**src/rtl/mda_pkg.sv**
```systemverilog
// rtl/mda_pkg.sv - cell phase constants and host arbiter state type for the MDA VRAM fetcher
package mda_pkg;

    localparam logic [4:0] SEQ_LAST = 5'd17;
    localparam logic [4:0] SEQ_CHAR = 5'd0;
    localparam logic [4:0] SEQ_ATT  = 5'd2;
    localparam logic [4:0] SEQ_CPU0 = 5'd6;
    localparam logic [4:0] SEQ_CPU1 = 5'd12;
    localparam logic [4:0] VRAM_LAT = 5'd2;

    // Each byte is consumed by the pixel path once its read latency has elapsed.
    localparam logic [4:0] SEQ_RD_CHAR = SEQ_CHAR + VRAM_LAT;
    localparam logic [4:0] SEQ_RD_ATT  = SEQ_ATT + VRAM_LAT;

    typedef enum logic [1:0] {
        IDLE,
        WAIT,
        ACCESS,
        ACK
    } arb_state_t;

    function automatic logic is_slot(input logic [4:0] seq);
        return (seq == SEQ_CPU0) || (seq == SEQ_CPU1);
    endfunction

endpackage

```
**src/rtl/mda_vram_fetch_if.sv**
```systemverilog
// rtl/mda_vram_fetch_if.sv - host request/acknowledge bus into the VRAM fetcher
interface mda_vram_fetch_if #(
    parameter int ADDR_W = 12
);
    logic              cpu_req;
    logic              cpu_we;
    logic [ADDR_W-1:0] cpu_addr;
    logic [7:0]        cpu_wdata;
    logic [7:0]        cpu_rdata;
    logic              cpu_ack;

    modport master (
        output cpu_req, cpu_we, cpu_addr, cpu_wdata,
        input  cpu_rdata, cpu_ack
    );

    modport slave (
        input  cpu_req, cpu_we, cpu_addr, cpu_wdata,
        output cpu_rdata, cpu_ack
    );
endinterface

```
**src/rtl/mda_cpu_port.sv**
```systemverilog
// rtl/mda_cpu_port.sv - host arbiter: grants one VRAM access per host slot and acks it
module mda_cpu_port
    import mda_pkg::*;
(
    input  logic       clk,
    input  logic       reset_n,
    input  logic       slot_next,
    input  logic [7:0] vram_rdata,
    output logic       grant,
    mda_vram_fetch_if.slave cpu
);

    localparam logic [1:0] ACC_LAST = 2'(VRAM_LAT - 5'd1);

    arb_state_t state_q;
    logic [1:0] cnt_q;
    logic       rd_q;
    logic       ack_q;
    logic [7:0] rdata_q;

    // The decision is taken one clock early so the host address is on the bus in the slot's first phase.
    assign grant = ((state_q == IDLE) || (state_q == WAIT)) && cpu.cpu_req && slot_next;

    always_ff @(posedge clk or negedge reset_n) begin
        if (!reset_n) begin
            state_q <= IDLE;
            cnt_q   <= '0;
            rd_q    <= 1'b0;
            ack_q   <= 1'b0;
            rdata_q <= '0;
        end else begin
            ack_q <= 1'b0;
            case (state_q)
                IDLE, WAIT: begin
                    if (grant) begin
                        state_q <= ACCESS;
                        cnt_q   <= '0;
                        rd_q    <= !cpu.cpu_we;
                    end else if (cpu.cpu_req) begin
                        state_q <= WAIT;
                    end else begin
                        state_q <= IDLE;
                    end
                end
                ACCESS: begin
                    if (cnt_q == ACC_LAST) begin
                        state_q <= ACK;
                        ack_q   <= 1'b1;
                    end else begin
                        cnt_q <= cnt_q + 2'd1;
                    end
                end
                ACK: begin
                    state_q <= IDLE;
                    if (rd_q) begin
                        rdata_q <= vram_rdata;
                    end
                end
                default: state_q <= IDLE;
            endcase
        end
    end

    // Read data arrives during the ack clock itself, so it is forwarded then and held afterwards.
    assign cpu.cpu_ack   = ack_q;
    assign cpu.cpu_rdata = (ack_q && rd_q) ? vram_rdata : rdata_q;

endmodule

```
**src/rtl/mda_vram_fetch.sv**
```systemverilog
// rtl/mda_vram_fetch.sv - MDA character-cell VRAM sequencer with interleaved host access slots
module mda_vram_fetch
    import mda_pkg::*;
#(
    parameter int ADDR_W = 12
) (
    input  logic              clk,
    input  logic              reset_n,
    input  logic [ADDR_W-2:0] crtc_addr,
    output logic [ADDR_W-1:0] vram_addr,
    output logic              vram_we,
    output logic [7:0]        vram_wdata,
    input  logic [7:0]        vram_rdata,
    output logic [4:0]        clk_seq,
    output logic              vram_read_char,
    output logic              vram_read_att,
    output logic              charrom_read,
    output logic              disp_pipeline,
    output logic              crtc_clk,
    mda_vram_fetch_if.slave   cpu
);

    logic [4:0]        seq_q, seq_d;
    logic [ADDR_W-1:0] addr_q, addr_d;
    logic              we_q;
    logic [7:0]        wdata_q;
    logic              rd_char_q, rd_att_q, cell_end_q;
    logic              grant;

    mda_cpu_port u_cpu_port (
        .clk        (clk),
        .reset_n    (reset_n),
        .slot_next  (is_slot(seq_d)),
        .vram_rdata (vram_rdata),
        .grant      (grant),
        .cpu        (cpu)
    );

    // Outputs are registered from the next phase so every strobe lines up with clk_seq.
    always_comb begin
        seq_d  = (seq_q == SEQ_LAST) ? '0 : seq_q + 5'd1;
        addr_d = addr_q;
        if (seq_d == SEQ_CHAR) begin
            addr_d = {crtc_addr, 1'b0};
        end else if (seq_d == SEQ_ATT) begin
            addr_d = {crtc_addr, 1'b1};
        end else if (grant) begin
            addr_d = cpu.cpu_addr;
        end
    end

    always_ff @(posedge clk or negedge reset_n) begin
        if (!reset_n) begin
            seq_q      <= '0;
            addr_q     <= '0;
            we_q       <= 1'b0;
            wdata_q    <= '0;
            rd_char_q  <= 1'b0;
            rd_att_q   <= 1'b0;
            cell_end_q <= 1'b0;
        end else begin
            seq_q      <= seq_d;
            addr_q     <= addr_d;
            we_q       <= grant && cpu.cpu_we;
            wdata_q    <= grant ? cpu.cpu_wdata : '0;
            rd_char_q  <= (seq_d == SEQ_RD_CHAR);
            rd_att_q   <= (seq_d == SEQ_RD_ATT);
            cell_end_q <= (seq_d == SEQ_LAST);
        end
    end

    assign clk_seq        = seq_q;
    assign vram_addr      = addr_q;
    assign vram_we        = we_q;
    assign vram_wdata     = wdata_q;
    assign vram_read_char = rd_char_q;
    assign vram_read_att  = rd_att_q;
    assign charrom_read   = cell_end_q;
    assign disp_pipeline  = cell_end_q;
    assign crtc_clk       = cell_end_q;

endmodule

```
**src/flat_wrapper.sv**
```systemverilog
// flat-port wrapper written by rule: the top's interface ports become plain ports
module mda_vram_fetch_flat import mda_pkg::*;
#(
    parameter int ADDR_W = 12
)
  (clk, reset_n, crtc_addr, vram_addr, vram_we, vram_wdata, vram_rdata, clk_seq, vram_read_char, vram_read_att, charrom_read, disp_pipeline, crtc_clk, cpu_cpu_req, cpu_cpu_we, cpu_cpu_addr, cpu_cpu_wdata, cpu_cpu_rdata, cpu_cpu_ack);
  mda_vram_fetch_if #(.ADDR_W(ADDR_W)) cpu_i ();
  input  logic clk;
  input  logic reset_n;
  input  logic [ADDR_W-2:0] crtc_addr;
  output logic [ADDR_W-1:0] vram_addr;
  output logic vram_we;
  output logic [7:0] vram_wdata;
  input  logic [7:0] vram_rdata;
  output logic [4:0] clk_seq;
  output logic vram_read_char;
  output logic vram_read_att;
  output logic charrom_read;
  output logic disp_pipeline;
  output logic crtc_clk;
  input wire logic [$bits(cpu_i.cpu_req)-1:0] cpu_cpu_req;
  input wire logic [$bits(cpu_i.cpu_we)-1:0] cpu_cpu_we;
  input wire logic [$bits(cpu_i.cpu_addr)-1:0] cpu_cpu_addr;
  input wire logic [$bits(cpu_i.cpu_wdata)-1:0] cpu_cpu_wdata;
  output wire logic [$bits(cpu_i.cpu_rdata)-1:0] cpu_cpu_rdata;
  output wire logic [$bits(cpu_i.cpu_ack)-1:0] cpu_cpu_ack;
  assign cpu_i.cpu_req = cpu_cpu_req;
  assign cpu_i.cpu_we = cpu_cpu_we;
  assign cpu_i.cpu_addr = cpu_cpu_addr;
  assign cpu_i.cpu_wdata = cpu_cpu_wdata;
  assign cpu_cpu_rdata = cpu_i.cpu_rdata;
  assign cpu_cpu_ack = cpu_i.cpu_ack;
  mda_vram_fetch #(.ADDR_W(ADDR_W)) u_core (.clk(clk), .reset_n(reset_n), .crtc_addr(crtc_addr), .vram_addr(vram_addr), .vram_we(vram_we), .vram_wdata(vram_wdata), .vram_rdata(vram_rdata), .clk_seq(clk_seq), .vram_read_char(vram_read_char), .vram_read_att(vram_read_att), .charrom_read(charrom_read), .disp_pipeline(disp_pipeline), .crtc_clk(crtc_clk), .cpu(cpu_i));
endmodule
```
**config.mk**
```make
export PLATFORM = sky130hd
export DESIGN_NAME = mda_vram_fetch_flat
export DESIGN_NICKNAME = d
export VERILOG_FILES = /design/src/rtl/mda_pkg.sv /design/src/rtl/mda_vram_fetch_if.sv /design/src/rtl/mda_cpu_port.sv /design/src/rtl/mda_vram_fetch.sv /design/src/flat_wrapper.sv
export SDC_FILE = /design/constraint.sdc
export NUM_CORES = 1
export LEC_CHECK = 0
export CORE_ASPECT_RATIO = 2
export CORE_MARGIN = 8
export CORE_UTILIZATION = 48
export CTS_BUF_LIST = sky130_fd_sc_hd__clkbuf_8
export CTS_CLUSTER_DIAMETER = 150
export CTS_CLUSTER_SIZE = 24
export DETAILED_ROUTE_END_ITERATION = 10
export PLACE_DENSITY = 0.84
export SKIP_CTS_REPAIR_TIMING = 1
export SYNTH_ARGS = -nofsm -noshare
export SYNTH_HDL_FRONTEND = slang
export SYNTH_SLANG_ARGS = --single-unit
```
**constraint.sdc**
```tcl
create_clock -name clk -period 3.5 [get_ports clk]
set_input_delay 0.875 -clock clk [delete_from_list [all_inputs] [get_ports clk]]
set_output_delay 0.875 -clock clk [all_outputs]
set_load 0.05 [all_outputs]
```
After elaboration in Yosys (flattened, before gate mapping)
Cells that the tools add are included.

Flip-flop bits (word level): 43. Logic and storage cells: 57.

$add $sub $neg: 2. Eq/ne operators: 13. Muxes and demuxes: 15. Reductions and logical operators: 15.

Operator list (number): two-way mux 12 bit (3); two-way mux 8 bit (2); equality test 5 x 3 -> 1 bit (second input constant) (2); equality test 5 bit (second input constant) (2); two-way mux 2 bit (4); case mux 2 bit (3 select lines) (1); adder 5 x 1 -> 5 bit (second input constant) (1); equality test 5 x 2 -> 1 bit (second input constant) (1); equality test 5 x 4 -> 1 bit (second input constant) (1); zero test 5 bit (1); two-way mux 5 bit (1); equality test 2 x 1 -> 1 bit (second input constant) (2); equality test 2 bit (second input constant) (2); logical AND 1 bit (4); inequality test 2 bit (second input constant) (2); case mux 2 bit (2 select lines) (1); AND reduction 2 bit (2); two-way mux 1 bit (3); AND reduction 3 bit (1); nonzero test 3 bit (1); adder 2 x 1 -> 2 bit (second input constant) (1); zero test 2 bit (1); logical OR 1 bit (2); inequality test 2 x 1 -> 1 bit (second input constant) (1); other kinds (3) (3).

Depth between registers and ports, before layout
Gate-level depths: netlist (run 1).

Word-level depth: 8. Depth in mapped cells: 9. Mapped depth without buffers: 7.

Hierarchy
Synthesis (run 1) repeated with hierarchy kept, for this count alone.

Cell total of the unflattened synthesis: 152. Area, all modules: 2023.2 um2.

By module, submodules not included: mda_vram_fetch (times used 1, cells an instance 101, area each 1350.0 um2, sequential area each 725.7 um2); mda_cpu_port (times used 1, cells an instance 51, area each 673.1 um2, sequential area each 350.3 um2).

Least setup slack after synthesis (run 1)
Ideal clock, no wire load.

Path kind: register to register. Start point: reg u_core.seq_q[0] (netlist: u_core.clk_seq[0]). End point: reg u_core.addr_q[10] (netlist: u_core.vram_addr[10]). Data arrival time: 2386 ps. Data required time: 3375 ps. Slack: 989 ps. Cell stages (with the launch flop): 8. Cell sequence: dfrtp_1 -> ha_1 -> xor2_1 -> nand4bb_1 -> mux2i_4 -> buf_6 -> mux2_4 -> mux2_4.

Longest elaborated chain between the ends: 6. Elaborated cells between the ends (all ways): 12. Those cells by class: 1 x add/sub; 4 x eq/ne; 3 x mux; 4 x reduce/logical.

Ends and longest elaborated chain: from (decl) (line mda_vram_fetch.sv:23) `logic [4:0] seq_q, seq_d;`; from (signal assigned) (line mda_vram_fetch.sv:62) `seq_q <= seq_d;`; adder 5 x 1 -> 5 bit / equality test 5 bit (equally long branches) (line mda_vram_fetch.sv:41) `seq_d = (seq_q == SEQ_LAST) ? '0 : seq_q + 5'd1;`; two-way mux 5 bit (*) (line mda_vram_fetch.sv:41); equality test 5 x 3 -> 1 bit / equality test 5 x 4 -> 1 bit (equally long branches) (line mda_pkg.sv:23) `return (seq == SEQ_CPU0) || (seq == SEQ_CPU1);`; logical OR 1 bit (line mda_pkg.sv:23); logical AND 1 bit (line mda_cpu_port.sv:22) `assign grant = ((state_q == IDLE) || (state_q == WAIT)) && cpu.cpu_req && slot_next;`; nonzero test 3 bit (no line); to (signal assigned) (line mda_vram_fetch.sv:63) `addr_q <= addr_d;`; to (decl) (line mda_vram_fetch.sv:24) `logic [ADDR_W-1:0] addr_q, addr_d;`.

Mark *: on every way between the ends. The rest lies on a longest branch, timed or not. A chain may end at the register's enable or synchronous reset.

Worst setup path in the final report (run 1)
Start point: in cpu_cpu_req. End point: reg u_core.addr_q[3] (netlist: u_core.vram_addr[3]).

Longest elaborated chain between the ends: 3.

Ends and longest elaborated chain: from (decl) (line flat_wrapper.sv:21) `input wire logic [$bits(cpu_i.cpu_req)-1:0] cpu_cpu_req;`; logical AND 1 bit (2 in series) (line mda_cpu_port.sv:22); nonzero test 3 bit (no line).

No other way between the ends.

==> impl_metrics.toml, run 1 <==
[run_status]
status = "completed"

[synthesis]
netlist.area_leader.share_pct = 52.3
syn_area_um2 = 2060
syn_nets = 195
synth_cell_types = 38
synth_enable_flop_cells = 0
avgSynthCellArea_um2 = 13.8
yosysWarnings = 0
synthTopCellsByArea = "dfrtp_1, mux2_2, mux2_4"
ys_seq_elements = 43
synth_largest_area_cell = "dfrtp_1"
synthFlopType = "dfrtp_1"
seq_area_frac_synth_pct = 52.3
synthCells = 149
ys_async_sr_fraction_pct = 100

[floorplanning]
io_pins = 83
die_w_um = 62.3
die_area_um2 = 6760
start_util_pct = 49.8
fp.coreArea_um2 = 4130
row_count = 33
chipHeight_um = 109

[placement]
dp_cells = 281
routabilityCongestion = 0.765
portBuffers = 82
hpwlAfterDp_um = 3990

[global_routing]
grt.met3_usage_pct = 4.35
grt_overflow = 0
grt_pass1_vias = 1613
grt_max_degree = 44
antenna_found_initial = 0
track_usage_pct = 15.2
use_met1_pct = 13.9
grt_pass1_wl_um = 8270
grt_use_met2_pct = 30.9
busiest_layer = "met2"

[cts]
clock_latency_ns = 0.29
cts_buffer_depth = 2
cts_sinks = 43
clockRootBuffer = "clkbuf_8"
cts_tree = "done"
htree_levels = 2
cts_buffers = 5
clkTransAtPathRegs_ns = 0.08

[worst_setup_path]
cp.arrival_ns = 3.03
rrSetupSlack_ns = 1.01
worstReg2RegStart = "u_core.clk_seq[0]$_DFF_PN0_"
crit_fanout = 12
worstPathRequired_ns = 3.67
cp-start-kind = "input port"
end_kind = "flip-flop"
cp-endpoint = "u_core.vram_addr[3]$_DFFE_PN0P_"
r2r_end = "u_core.vram_addr[3]$_DFFE_PN0P_"
startpoint = "cpu_cpu_req"
reg2reg_depth = 7
crit_type = "input port to flip-flop"

[layout]
drive_gt1_share_pct = 26.6
final_common_cell = "clkdlybuf4s50_1"
layout_common_cells = "clkdlybuf4s50_1, dfrtp_1, mux2_2"
n_antenna_cell = 0
fin_cells = 289
syn_to_final_growth_pct = 46.8
nNetsFinal = 282

[timing]
min_period_ns = 2.85
finalClockSkew_ns = 0.00612
final.period_utilization_pct = 81.5
relSlewSlack_pct = 38.4
tns_ns = 0
setup_viol_count_final = 0
worst_pin_slew_ns = 0.924
rsz0062_at_grt = "no"
fmax_ghz = 0.351
hold_violations = 0
maxSlewViolCount = 0

[pwr]
leakage_nw = 1.34
finalPower_mw = 1.65
ir_drop_mv = 0.359
powerDensity_nw_per_um2 = 547

[run]
cap_viol_max_count = 0

[routing]
drtIter0Drc = 35
via_per_inst = 5.15
route.detailed.drc = 0
firstDrtPassIters = 4
wirelength_um = 5070
vias = 1487
avgRoutedWirePerCell_um = 17.6
ant_nets = 0

[min_path]
hold_path_class = "flip-flop to flip-flop"
-- report_power, final --
group | switching (mW) | internal, mW | total, mW
clock network | 0.158 | 0.231 | 0.389
logic | 0.373 | 0.269 | 0.642
registers | 0.0418 | 0.578 | 0.619
-- metal layers --
| layer | vias to the layer above | share of wire [%] |
|---|---|---|
| li1 | 699 | - |
| met1 | 738 | 33 |
| met2 | 44 | 61 |
| met3 | 6 | 5.2 |
| met4 | 0 | 1.3 |
| met5 | - | 0 |
-- logic make-up after synthesis --
logic type | synth area share [%]
flip-flops | 52.3
multiplexers | 25.2
AND/OR/NAND/NOR | 12.1
AO/OA/AOI/OAI | 3.77
buffers and inverters | 2.62
XOR/XNOR | 2.19
adder cells (fa/ha/maj) | 1.83
-- through the flow --
stage	worst slack (ns)	hold WS, ns	utilization, %	cell area (µm²)
global placement	0.463	0.481	70.3	2900
floorplan	0.989	0.473	-	2060
CTS	0.687	0.505	73.1	3020
finish	0.647	0.505	73.1	3020
detailed placement	0.377	0.488	70.3	2900
global route	0.593	0.519	73.1	3020
-- worst min path at each step --
stage                                             start                                       end  depth (start not counted)  slack, ns
4_1_cts        u_core.u_cpu_port.rdata_q[7]$_DFFE_PN0P_  u_core.u_cpu_port.rdata_q[7]$_DFFE_PN0P_                          1       0.51
3_5_place_dp   u_core.u_cpu_port.rdata_q[7]$_DFFE_PN0P_  u_core.u_cpu_port.rdata_q[7]$_DFFE_PN0P_                          1       0.49
6_report       u_core.u_cpu_port.rdata_q[7]$_DFFE_PN0P_  u_core.u_cpu_port.rdata_q[7]$_DFFE_PN0P_                          1       0.50
3_3_place_gp   u_core.u_cpu_port.rdata_q[6]$_DFFE_PN0P_  u_core.u_cpu_port.rdata_q[6]$_DFFE_PN0P_                          1       0.48
2_1_floorplan    u_core.u_cpu_port.cnt_q[1]$_DFFE_PN0P_    u_core.u_cpu_port.cnt_q[1]$_DFFE_PN0P_                          1       0.47
5_1_grt        u_core.u_cpu_port.rdata_q[5]$_DFFE_PN0P_  u_core.u_cpu_port.rdata_q[5]$_DFFE_PN0P_                          1       0.52
-- worst max-delay path: stages --
cell and delay [ns]:
clkdlybuf4s50_1 0.48, nor4bb_1 0.38, nand4bb_1 0.22, mux2i_4 0.20, buf_4 0.26, mux2_2 0.35, mux2_2 0.26
-- state kept, by name, summed over array words and instances (netlist names), 2 cells and up --
| signal | cells |
|---|---|
| u_core.u_cpu_port.rdata_q | 8 |
| u_core.u_cpu_port.state_q | 2 |
| u_core.clk_seq | 5 |
| u_core.u_cpu_port.cnt_q | 2 |
| u_core.vram_addr | 12 |
| u_core.vram_wdata | 8 |
-- synthesized netlist by cell type (2+ instances only) --
library cell  number
nand2b_1           3
nand2_1            2
nor2_1             7
mux2_4            12
inv_1              4
a21o_1             2
o21ai_1            2
buf_4              3
ha_1               3
mux2_2            27
and3b_1            2
dfrtp_1           43
nand3_1            3
and2_1            10
o21ai_0            2
a21oi_1            2
-- layout make-up --
type,count,area [µm²]
multi-input combinational,97,927
sequential,43,1080
tap,52,65.1
timing repair buffer,85,818
clock buffer,6,82.6
fill,309,1110
clock inverter,2,35.0
inverter,4,15.0
(Power assumes the default switching activity.)
==> run 2, diff against run 1 <==
Settings changed: CORE_UTILIZATION 48 to 40, PLACE_DENSITY 0.84 to 0.74.
Clock period 3.5 ns to 2.34 ns, I/O delays scaled along.
==> impl_metrics.toml, run 2 (synthesis results as in run 1) <==
[floorplanning]
die_w_um = 66.7
io_pins = 83
start_util_pct = 40.8
die_area_um2 = 7830
fp.coreArea_um2 = 5050
chipHeight_um = 117
row_count = 37

[routing]
firstDrtPassIters = 4
drtIter0Drc = 35
via_per_inst = 4.93
wirelength_um = 5000
ant_nets = 0
vias = 1489
route.detailed.drc = 0
avgRoutedWirePerCell_um = 16.6

[layout]
fin_area_um2 = 3240
drive_gt1_share_pct = 32.0
nNetsFinal = 289
layout_common_cells = "clkdlybuf4s50_1, dfrtp_1, mux2_2"
largest_register_ffs = 12
n_antenna_cell = 0
final_common_cell = "clkdlybuf4s50_1"
nFillCells = 394
fin_cells = 302
syn_to_final_growth_pct = 57.4

[pwr]
seqPwrFrac_pct = 35.7
powerDensity_nw_per_um2 = 804
power.internal_mw = 1.71
p_clk_share_pct = 17.9
switching_share_pct = 34.5
ir_drop_mv = 0.781
switchingPower_uw = 899
p_comb_share_pct = 46.4
leakage_nw = 1.43

[worst_setup_path]
cp-start-kind = "flip-flop"
crit_slowest_cell = "clkdlybuf4s50_1"
critical-path-top-delay-family = "buffers and inverters"
worstPathRequired_ns = 1.75
crit_type = "flip-flop to output pin"
worstPathCellList = "clkdlybuf4s50_1"
end_kind = "output pin"
crit_fanout = 7
worstReg2RegStart = "u_core.clk_seq[0]$_DFF_PN0_"
startpoint = "u_core.clk_seq[4]$_DFF_PN0_"
critPathMaxStageDelay_ns = 0.87
cp.arrival_ns = 1.68
crit_buf_inv = 1

[placement]
dp_slack_ns = -0.345
place_area_um2 = 3070
dp_cells = 293
hpwlAfterDp_um = 3760
portBuffers = 82
routabilityCongestion = 0.776

[cts]
cts_buffers = 5
clockRootBuffer = "clkbuf_8"
clock_latency_ns = 0.29
cts_buffer_depth = 2
htree_levels = 2
cts_tree = "done"
clkTransAtPathRegs_ns = 0.08
cts_sinks = 43

[min_path]
hold_path_class = "input port to async pin"

[global_routing]
grt_pass1_wl_um = 7860
antenna_found_initial = 0
grt_pass1_vias = 1661
grt_max_degree = 39
grt_overflow = 0
track_usage_pct = 12.2

[run]
cap_viol_max_count = 0

[timing]
hold_violations = 0
relSlewSlack_pct = 44.8
finalClockSkew_ns = 0.00424
min_period_ns = 2.26
setup_ws_ns = 0.0765
setup_viol_count_final = 0
tns_ns = 0
fmax_ghz = 0.442
timing.hold.ws_ns = 0.390
final.period_utilization_pct = 96.7
worst_pin_slew_ns = 0.827
maxSlewViolCount = 0

[run_status]
status = "completed"
-- run 2: cell count changes in the layout (fill, tap and decap cells not counted), sizes merged --
cell,before,now
clkdlybuf4s50,73,72
buf,12,18
inv,4,5
clkbuf,6,7
dlymetal6s2s,0,1
bufinv,1,0
-- run 2: metal layers --
metal	global-route usage, %	wire length [µm]	part of all wire, %
met4	2.83	34	0.68
met5	0	0	0
met2	19.3	2390	48
met1	14.1	1910	38
met3	6.20	672	13
-- run 2: final timing paths --
path | depth (start not counted) | to | slack, ns
max | 1 | clk_seq[4] | 0.08
min | 1 | u_core.u_cpu_port.rdata_q[3]$_DFFE_PN0P_ | 0.39
max reg2reg | 7 | u_core.vram_addr[8]$_DFFE_PN0P_ | 0.09
min reg2reg | 1 | u_core.u_cpu_port.rdata_q[3]$_DFFE_PN0P_ | 0.51
max in group asynchronous | 2 | u_core.u_cpu_port.rdata_q[4]$_DFFE_PN0P_ | 1.37
min in group clk | 1 | u_core.u_cpu_port.rdata_q[3]$_DFFE_PN0P_ | 0.51
-- run 2: final cells by class --
type                    instances  area [µm²]  share of cell area, %
flip-flops and latches         43        1080                   33.4
clock inverters                 2        8.76                  0.270
multi-input cells              97         975                   30.1
well taps                      58        72.6                   2.24
repair buffers                 92        1000                   31.0
inverters                       4        15.0                  0.464
clock buffers                   6        82.6                   2.55
-- run 2: power by group through the flow --
stage | Combinational, mW | Sequential (mW) | Clock (mW)
after floorplan | 0.563 | 1.02 | 0
after global placement | 1.19 | 0.932 | 0
after detailed placement | 1.21 | 0.942 | 0
after CTS | 1.22 | 0.927 | 0.490
after global routing | 1.26 | 0.942 | 0.513
final | 1.21 | 0.929 | 0.466
-- run 2: metrics by stage --
step           util, %  power (mW)
3_5_place_dp      60.9        2.16
3_3_place_gp      60.9        2.12
4_1_cts           62.7        2.64
5_1_grt           64.2        2.72
6_report          64.2        2.60
2_1_floorplan        -        1.58
